`src/rtl/pipe_ctrl_pkg.sv`:
```
// pipe_ctrl_pkg: shared FSM state types and sizing helper for the pipeline stage controller
package pipe_ctrl_pkg;
  typedef enum logic [1:0] {F_IDLE, F_WAIT, F_DROP} fetch_state_t;
  typedef enum logic {M_IDLE, M_WAIT} mem_state_t;
  function automatic int timeout_w(input int timeout);
    return $clog2(timeout + 1);
  endfunction
endpackage

```
`src/rtl/pipe_fetch_fsm.sv`:
```
// pipe_fetch_fsm: single-outstanding fetch sequencer; drops a response whose fetch was overtaken by a redirect
module pipe_fetch_fsm
  import pipe_ctrl_pkg::*;
(
  input  logic clk,
  input  logic rst_n,
  input  logic d_free,
  input  logic redirect,
  input  logic if_rvalid,
  output logic if_req,
  output logic fetch_load
);
  fetch_state_t state, state_nxt;
  // state register
  always_ff @(posedge clk or negedge rst_n)
    if (!rst_n) state <= F_IDLE;
    else state <= state_nxt;
  // issue when D can take the response; a redirect while waiting turns the response into a drop
  always_comb begin
    state_nxt  = state;
    if_req     = 1'b0;
    fetch_load = 1'b0;
    unique case (state)
      F_IDLE: begin
        if_req    = d_free & ~redirect;
        state_nxt = if_req ? F_WAIT : F_IDLE;
      end
      F_WAIT: begin
        fetch_load = if_rvalid & ~redirect;
        state_nxt  = if_rvalid ? F_IDLE : redirect ? F_DROP : F_WAIT;
      end
      F_DROP: state_nxt = if_rvalid ? F_IDLE : F_DROP;
      default: state_nxt = F_IDLE;
    endcase
  end
endmodule

```
`src/rtl/pipe_stage_ctrl.sv`:
```
// pipe_stage_ctrl: F/D/E/M/W occupancy, advance and memory handshakes; perf counters built only with PIPE_PERF_CNT_EN
module pipe_stage_ctrl
  import pipe_ctrl_pkg::*;
#(
  parameter int TIMEOUT = 255,
  parameter int PERF_W  = 32
) (
  input  logic              clk,
  input  logic              rst_n,
  input  logic              stall_D,
  input  logic              redirect_E,
  output logic              if_req,
  input  logic              if_rvalid,
  input  logic              mem_req_M,
  output logic              mem_issue,
  input  logic              mem_done,
  output logic              en_FD,
  output logic              en_DE,
  output logic              en_EM,
  output logic              en_MW,
  output logic              pc_next,
  output logic              flush_FD,
  output logic              valid_E,
  output logic              valid_M,
  output logic              valid_W,
  output logic              ready_E,
  output logic              ready_M,
  output logic              ready_W,
  output logic              mem_timeout,
  output logic [PERF_W-1:0] perf_stall,
  output logic [PERF_W-1:0] perf_flush,
  output logic [PERF_W-1:0] perf_retire
);
  localparam int TIMEOUT_W = timeout_w(TIMEOUT);
  logic v_d, v_e, v_m, v_w;
  logic adv_d, adv_e, adv_m, redirect, fetch_load;
  logic [TIMEOUT_W-1:0] wait_cnt;
  mem_state_t mem_state, mem_state_nxt;
  logic waiting;
  assign adv_m    = v_m & (~mem_req_M | mem_done);
  assign adv_e    = v_e & (~v_m | adv_m);
  assign adv_d    = v_d & ~stall_D & (~v_e | adv_e);
  assign redirect = v_e & redirect_E & adv_e;
  assign en_FD    = fetch_load;
  assign en_DE    = adv_d & ~redirect;
  assign en_EM    = adv_e;
  assign en_MW    = adv_m;
  assign flush_FD = redirect;
  assign valid_E  = v_e;
  assign valid_M  = adv_m;
  assign valid_W  = v_w;
  assign ready_E  = ~v_e;
  assign ready_M  = ~v_m;
  assign ready_W  = ~v_w;
  assign pc_next  = if_req;
  assign waiting  = (mem_state == M_WAIT) & ~mem_done;
  pipe_fetch_fsm u_fetch (
    .clk        (clk),
    .rst_n      (rst_n),
    .d_free     (~v_d | adv_d),
    .redirect   (redirect),
    .if_rvalid  (if_rvalid),
    .if_req     (if_req),
    .fetch_load (fetch_load)
  );
  // stage occupancy: a redirect squashes D and keeps it out of E
  always_ff @(posedge clk or negedge rst_n)
    if (!rst_n) {v_d, v_e, v_m, v_w} <= '0;
    else begin
      v_w <= adv_m;
      v_m <= adv_e | (v_m & ~adv_m);
      v_e <= en_DE | (v_e & ~adv_e);
      v_d <= ~redirect & (fetch_load | (v_d & ~adv_d));
    end
  // mem FSM: one strobe per access, an immediate ack never enters WAIT
  always_comb begin
    mem_issue     = (mem_state == M_IDLE) & v_m & mem_req_M;
    mem_state_nxt = (mem_state == M_IDLE) ? ((mem_issue & ~mem_done) ? M_WAIT : M_IDLE)
                                          : (mem_done ? M_IDLE : M_WAIT);
  end
  // mem state, saturating wait counter and sticky timeout flag
  always_ff @(posedge clk or negedge rst_n)
    if (!rst_n) begin
      mem_state   <= M_IDLE;
      wait_cnt    <= '0;
      mem_timeout <= 1'b0;
    end else begin
      mem_state <= mem_state_nxt;
      if (mem_issue) wait_cnt <= '0;
      else if (waiting && wait_cnt != TIMEOUT_W'(TIMEOUT)) wait_cnt <= wait_cnt + 1'b1;
      if (waiting && wait_cnt == TIMEOUT_W'(TIMEOUT - 1)) mem_timeout <= 1'b1;
    end
`ifdef PIPE_PERF_CNT_EN
  // wrapping counters; a stall on an instruction being squashed is not counted
  always_ff @(posedge clk or negedge rst_n)
    if (!rst_n) begin
      perf_stall  <= '0;
      perf_flush  <= '0;
      perf_retire <= '0;
    end else begin
      perf_stall  <= perf_stall + PERF_W'(v_d & stall_D & ~redirect);
      perf_flush  <= perf_flush + PERF_W'(redirect);
      perf_retire <= perf_retire + PERF_W'(v_w);
    end
`else
  assign perf_stall  = '0;
  assign perf_flush  = '0;
  assign perf_retire = '0;
`endif
endmodule
```
`config.mk`:
```
export PLATFORM = sky130hd
export DESIGN_NAME = pipe_stage_ctrl
export DESIGN_NICKNAME = d
export VERILOG_FILES = /design/src/rtl/pipe_ctrl_pkg.sv /design/src/rtl/pipe_fetch_fsm.sv /design/src/rtl/pipe_stage_ctrl.sv
export SDC_FILE = /design/constraint.sdc
export NUM_CORES = 1
export LEC_CHECK = 0
export CORE_MARGIN = 2
export CORE_UTILIZATION = 33
export DETAILED_ROUTE_END_ITERATION = 16
export GPL_ROUTABILITY_DRIVEN = 0
export GPL_TIMING_DRIVEN = 0
export PLACE_DENSITY = 0.88
export SLEW_MARGIN = 20
export SYNTH_ARGS = -nofsm -noshare
export SYNTH_HDL_FRONTEND = slang
export SYNTH_HIERARCHICAL = 1
export SYNTH_SLANG_ARGS = --single-unit
```
`constraint.sdc`:
```
create_clock -name clk -period 1.4 [get_ports clk]
set_input_delay 0.14 -clock clk [delete_from_list [all_inputs] [get_ports clk]]
set_output_delay 0.14 -clock clk [all_outputs]
set_load 0.02 [all_outputs]
```
# --- Yosys cells after proc, flatten, opt, wreduce, memory -nomap -nowiden ---
# Cells that the tools add are included.
totals:
  reg_bits: 16
  word_cells: 65
op_classes:
  muxes: 12
  eq_ne: 4
  n_bitwise: 36
  add_sub_neg: 1
  n_reduce_logical: 4
ops:
  columns: ["op", "n"]
  rows:
  - ["$and 1x1->1", 17]
  - ["$mux 8", 2]
  - ["$not 1->1", 12]
  - ["$add 8x1->8 const B", 1]
  - ["$eq 8x8->1 const B", 1]
  - ["$ne 8x8->1 const B", 1]
  - ["$or 1x1->1", 7]
  - ["$mux 1", 6]
  - ["$mux 2", 3]
  - ["$pmux 2 s3", 1]
  - ["$eq 2x1->1 const B", 1]
  - ["$eq 2x2->1 const B", 1]
  - ["$logic_and 1x1->1", 2]
  - ["$logic_not 2->1", 1]
  - ["$reduce_bool 2->1", 1]

# --- Longest topological paths before layout ---
depth:
  depth_word: 11
  mapped_depth: 5
  mapped_depth_nobuf: 5

# --- Cells and area by module ---
# Netlist, hierarchy kept.
modules_own_cells:
  columns: ["mod", "n_inst", "area_per_inst_um2", "seq_area_each_um2", "cells_each"]
  rows:
  - ["pipe_stage_ctrl", 1, 1535.2, 350.3, 177]
  - ["pipe_fetch_fsm", 1, 108.9, 50.0, 11]

# --- Worst setup path after synthesis ---
# OpenSTA, ideal clock, no wires.
synth_timing:
  path_kind: "register -> output"
  from: "reg v_e (netlist: valid_E)"
  to: "out pc_next"
  t_arrival_ns: 1.729
  setup_slack_ns: -0.469
  path_buffers: 1
  path_stages_with_launch: 6
  cell_sequence: "dfrtp_1 and4b_2 o21ai_1 nand2b_1 nor3_1 buf_4"
synth_between:
  elab_chain_len: 6
  elab_cells_between_ends: 10
  classes_between: "1 x mux; 9 x bitwise"
synth_rtl:
  columns: ["element", "line", "source"]
  rows:
  - ["start, declared", "pipe_stage_ctrl.sv:35", "logic v_d, v_e, v_m, v_w;"]
  - ["start signal, assigned", "pipe_stage_ctrl.sv:72", "v_e <= en_DE | (v_e & ~adv_e);"]
  - ["$and 1x1->1 or $not 1->1 (tied branches)", "pipe_stage_ctrl.sv:41, pipe_stage_ctrl.sv:42", null]
  - ["$or 1x1->1", "pipe_stage_ctrl.sv:42", "assign adv_d = v_d & ~stall_D & (~v_e | adv_e);"]
  - ["$and 1x1->1", "pipe_stage_ctrl.sv:42", null]
  - ["$or 1x1->1", "pipe_stage_ctrl.sv:60", ".d_free (~v_d | adv_d),"]
  - ["$and 1x1->1 (*)", "pipe_fetch_fsm.sv:25", "if_req = d_free & ~redirect;"]
  - ["$mux 1 (*)", "pipe_fetch_fsm.sv:23", "unique case (state)"]
  - ["end, declared", "pipe_stage_ctrl.sv:21", "output logic pc_next,"]
# Mark *: on every way between the ends. The rest lies on a longest branch, timed or not.

# --- Worst setup path after layout ---
# Ends and elaborated chain as after synthesis.

==> summary.txt <==
Floorplan
  – Die Y: 74.6 um
  – Total core area: between 0.004 and 0.005 mm2
  – Initial Utilization: 0.346
  – Row count: 25
  – I/O pin total: approximately 120
  – Die footprint: ~0.0056 mm2
  – Die X: 74.6 um

Pwr
  – Peak supply drop: 0.442 mV
  – Leak: 0.00149 uW
  – Pwr Density: approximately 1000 mW/mm2

Timing
  – Slew HR: 0.526
  – Max-slew violations: 0
  – RSZ-0062 raised after global routing: true
  – Setup TNS: -664 ps
  – Hold Violations, Final: 0
  – Post-layout min period: 1670 ps
  – Worst hold slack: between 300 and 400 ps
  – # setup viols final: 5
  – Setup ws final: -275 ps
  – Worst Skew: roughly 0.94 ps
  – Post-route clock period utilization: 1.20
  – Slew @ Worst Pin: slightly above 700 ps
  – Fmax: around 0.6 GHz

Clock tree
  – TritonCTS clock tree: done
  – Clock slew at reported path FFs: roughly 60 ps
  – Num CTS Buffers: 3
  – Root Buffer: clkbuf_8
  – Num Clock Sinks: 16
  – H-Tree Depth: 1
  – Clock tree buffer depth: 2
  – Hold-fix buffer count after cts: 0
  – Worst-Skew Late Latency: 250 ps

Logic synthesis
  – Synth Register Bits: 16
  – Area leader, netlist: buf_4
  – Seq/Total Area, Yosys: 0.244
  – Post-synthesis cell type count: 36
  – Mapped Area: 0.00164 mm2
  – Mapped Avg Cell Area: a little under 9 um2
  – Mapped Cells: between 150 and 200
  – Yosys warns: 6
  – Top cell type's share of synthesized area: 0.447
  – Top post-synthesis cells by area: buf_4 45%, dfrtp_1 24%, a211oi_2 3.0%, inv_1 2.3%, a21oi_1 2.1%

Global route
  – Pin count of the biggest net entering global routing: 17
  – First-pass GRT wire length: 4680 um
  – Gr usage total: 0.109
  – Vias in the first global route: 1,072
  – Total gr overflow: 0
  – Initial antenna violation count: 0

Worst setup path
  – Critical Path Max Stage Delay: roughly 400 ps
  – Crit path kind: register to output port
  – Crit-path cells: and4b_2 -> o21ai_2 -> nand2b_1 -> nor3_4 -> buf_6 -> buf_6
  – Setup crit end kind: output port
  – Buffers & Inverters on Critical Path: 2
  – WP data required: ~1300 ps
  – Worst Path Arrival: 1530 ps
  – Startpoint types: register
  – Critical path depth in cells: 6
  – Depth of the worst register-to-register path: 6
  – CP top delay family: simple AND/OR/NAND/NOR gates
  – Slowest cell on crit path: dfrtp_2
  – Peak fanout along the critical path: 2
  – Crit-path most repeated cell: buf_6

Cells and area
  – Share of layout cells above drive strength 1: 0.463
  – Commonest non-fill, non-tap cell in the layout: buf_4
  – Nets: 330
  – Final core area utilization: 0.522
  – ANT cells: 0
  – Area Overhead vs Synth: 50.9%
  – Fillers: 464
  – Area occupied by multi-input gates: 855 um2
  – FF/Latch Area: 403 um2
  – Commonest cells after routing, fill and taps aside: 110 x buf_4, 96 x conb_1, 14 x dfrtp_1

Drt
  – Drt total wl: just over 3000 um
  – Routed WL per cell: just over 8 um
  – Antenna viol nets, final: 0
  – Pre-Repair DR Iteration Count: 4
  – Via density per instance: ~3.4
  – DRC Markers: 0
  – Via count: 1,334
  – DR iter-0 viols: slightly above 80

Placement
  – HPWL after DPL: ~2500 um
  – Number of port buffers: 21
  – Dpl ws: -916 ps

Run
  – Max-cap violations: 0

Outcome
  – Status: complete, but fails checks
  – Failing checks: setup timing

Hold path
  – Worst Hold Class: primary input to async pin
==> synth_stat cells <==
library cell and number:
o21ai_1 2, and2_4 1, a211oi_1 1, buf_6 2, nand4_1 1, nand2_1 5
and4_1 1, a311oi_2 1, a21oi_1 7, a211oi_2 4, a31oi_1 4, ha_1 2
nor2b_1 1, and4b_4 1, nor3b_1 1, and4b_2 1, or2b_1 1, a31o_2 2
nand3_1 1, nor2_1 1, nand4b_1 2, buf_4 98, dfrtp_1 16, and3_1 2
and2_2 1, and2_1 1, a41oi_1 1, and3b_1 1, nand2b_1 4, nand3b_1 2
conb_1 1, mux2i_1 1, inv_1 10, nor3_1 6, o211a_1 1, and2b_4 1
==> power breakdown <==
group          total, uW  switching, uW  internal, uW  leakage [uW]
Combinational       1410            729           677       0.00125
Clock                403            154           249     0.0000288
Sequential           669            108           560      0.000212
Total               2480            992          1490       0.00149
==> worst paths after layout <==
check / startpoint / end / slack (ps)
worst max-delay path: valid_E / pc_next / -270
worst min-delay path: rst_n / wait_cnt[7] / 320
worst max register to register: valid_E / u_fetch/state[0] / -20
worst min register to register: mem_timeout / mem_timeout / 480
max in group asynchronous: rst_n / valid_E / 590
min in group clk: mem_req_M / valid_W / 420
==> per-layer routing <==
metal / track usage / wire length, um / vias to the layer above
li1: - / - / 693
met1: 0.132 / 1150 / 571
met2: 0.178 / 1640 / 66
met3: 0.0244 / 280 / 4
met4: 0.0635 / 48 / 0
met5: 0 / 0 / -
==> what timing repair did <==
action / 4_1_cts / 5_1_grt
resized for setup: 46 / 16
pin swaps: 4 / 1
buffers inserted: 5 / 7
setup endpoints to repair: 14 / 15
==> flip-flops by register name, indices dropped and copies added (netlist names) <==
signal and flops:
wait_cnt 8, u_fetch/state 2, v_m 1, valid_E 1
v_d 1, valid_W 1, mem_timeout 1, mem_state 1
==> per-stage QoR <==
step / area [um2] / total power [uW] / std cells
2_1_floorplan: 2030 / 1600 / 283
3_3_place_gp: 2330 / 1920 / 371
3_5_place_dp: 2330 / 1950 / 371
4_1_cts: 2410 / 2350 / 380
5_1_grt: 2480 / 2650 / 387
6_report: 2480 / 2480 / 387
==> layout make-up <==
type                    count  share of cell area
plain buffers             100               0.307
flip-flops and latches     16               0.162
clock buffers               4              0.0222
multi-input cells         157               0.344
repair buffers             33               0.115
inverters                  10              0.0151
well taps                  67              0.0338
==> cells by family (layout without fill, tap and decap cells) <==
kind of cell / after synthesis / after routing / synth area share
compound gates: 23 / 23 / 0.109
fa+ha+maj: 2 / 2 / 0.0152
buf+inv: 110 / 147 / 0.484
flops: 16 / 16 / 0.244
mux: 1 / 1 / 0.00609
other cells: 1 / 96 / 0.00228
simple gates: 35 / 35 / 0.140
(Power assumes the default switching activity.)
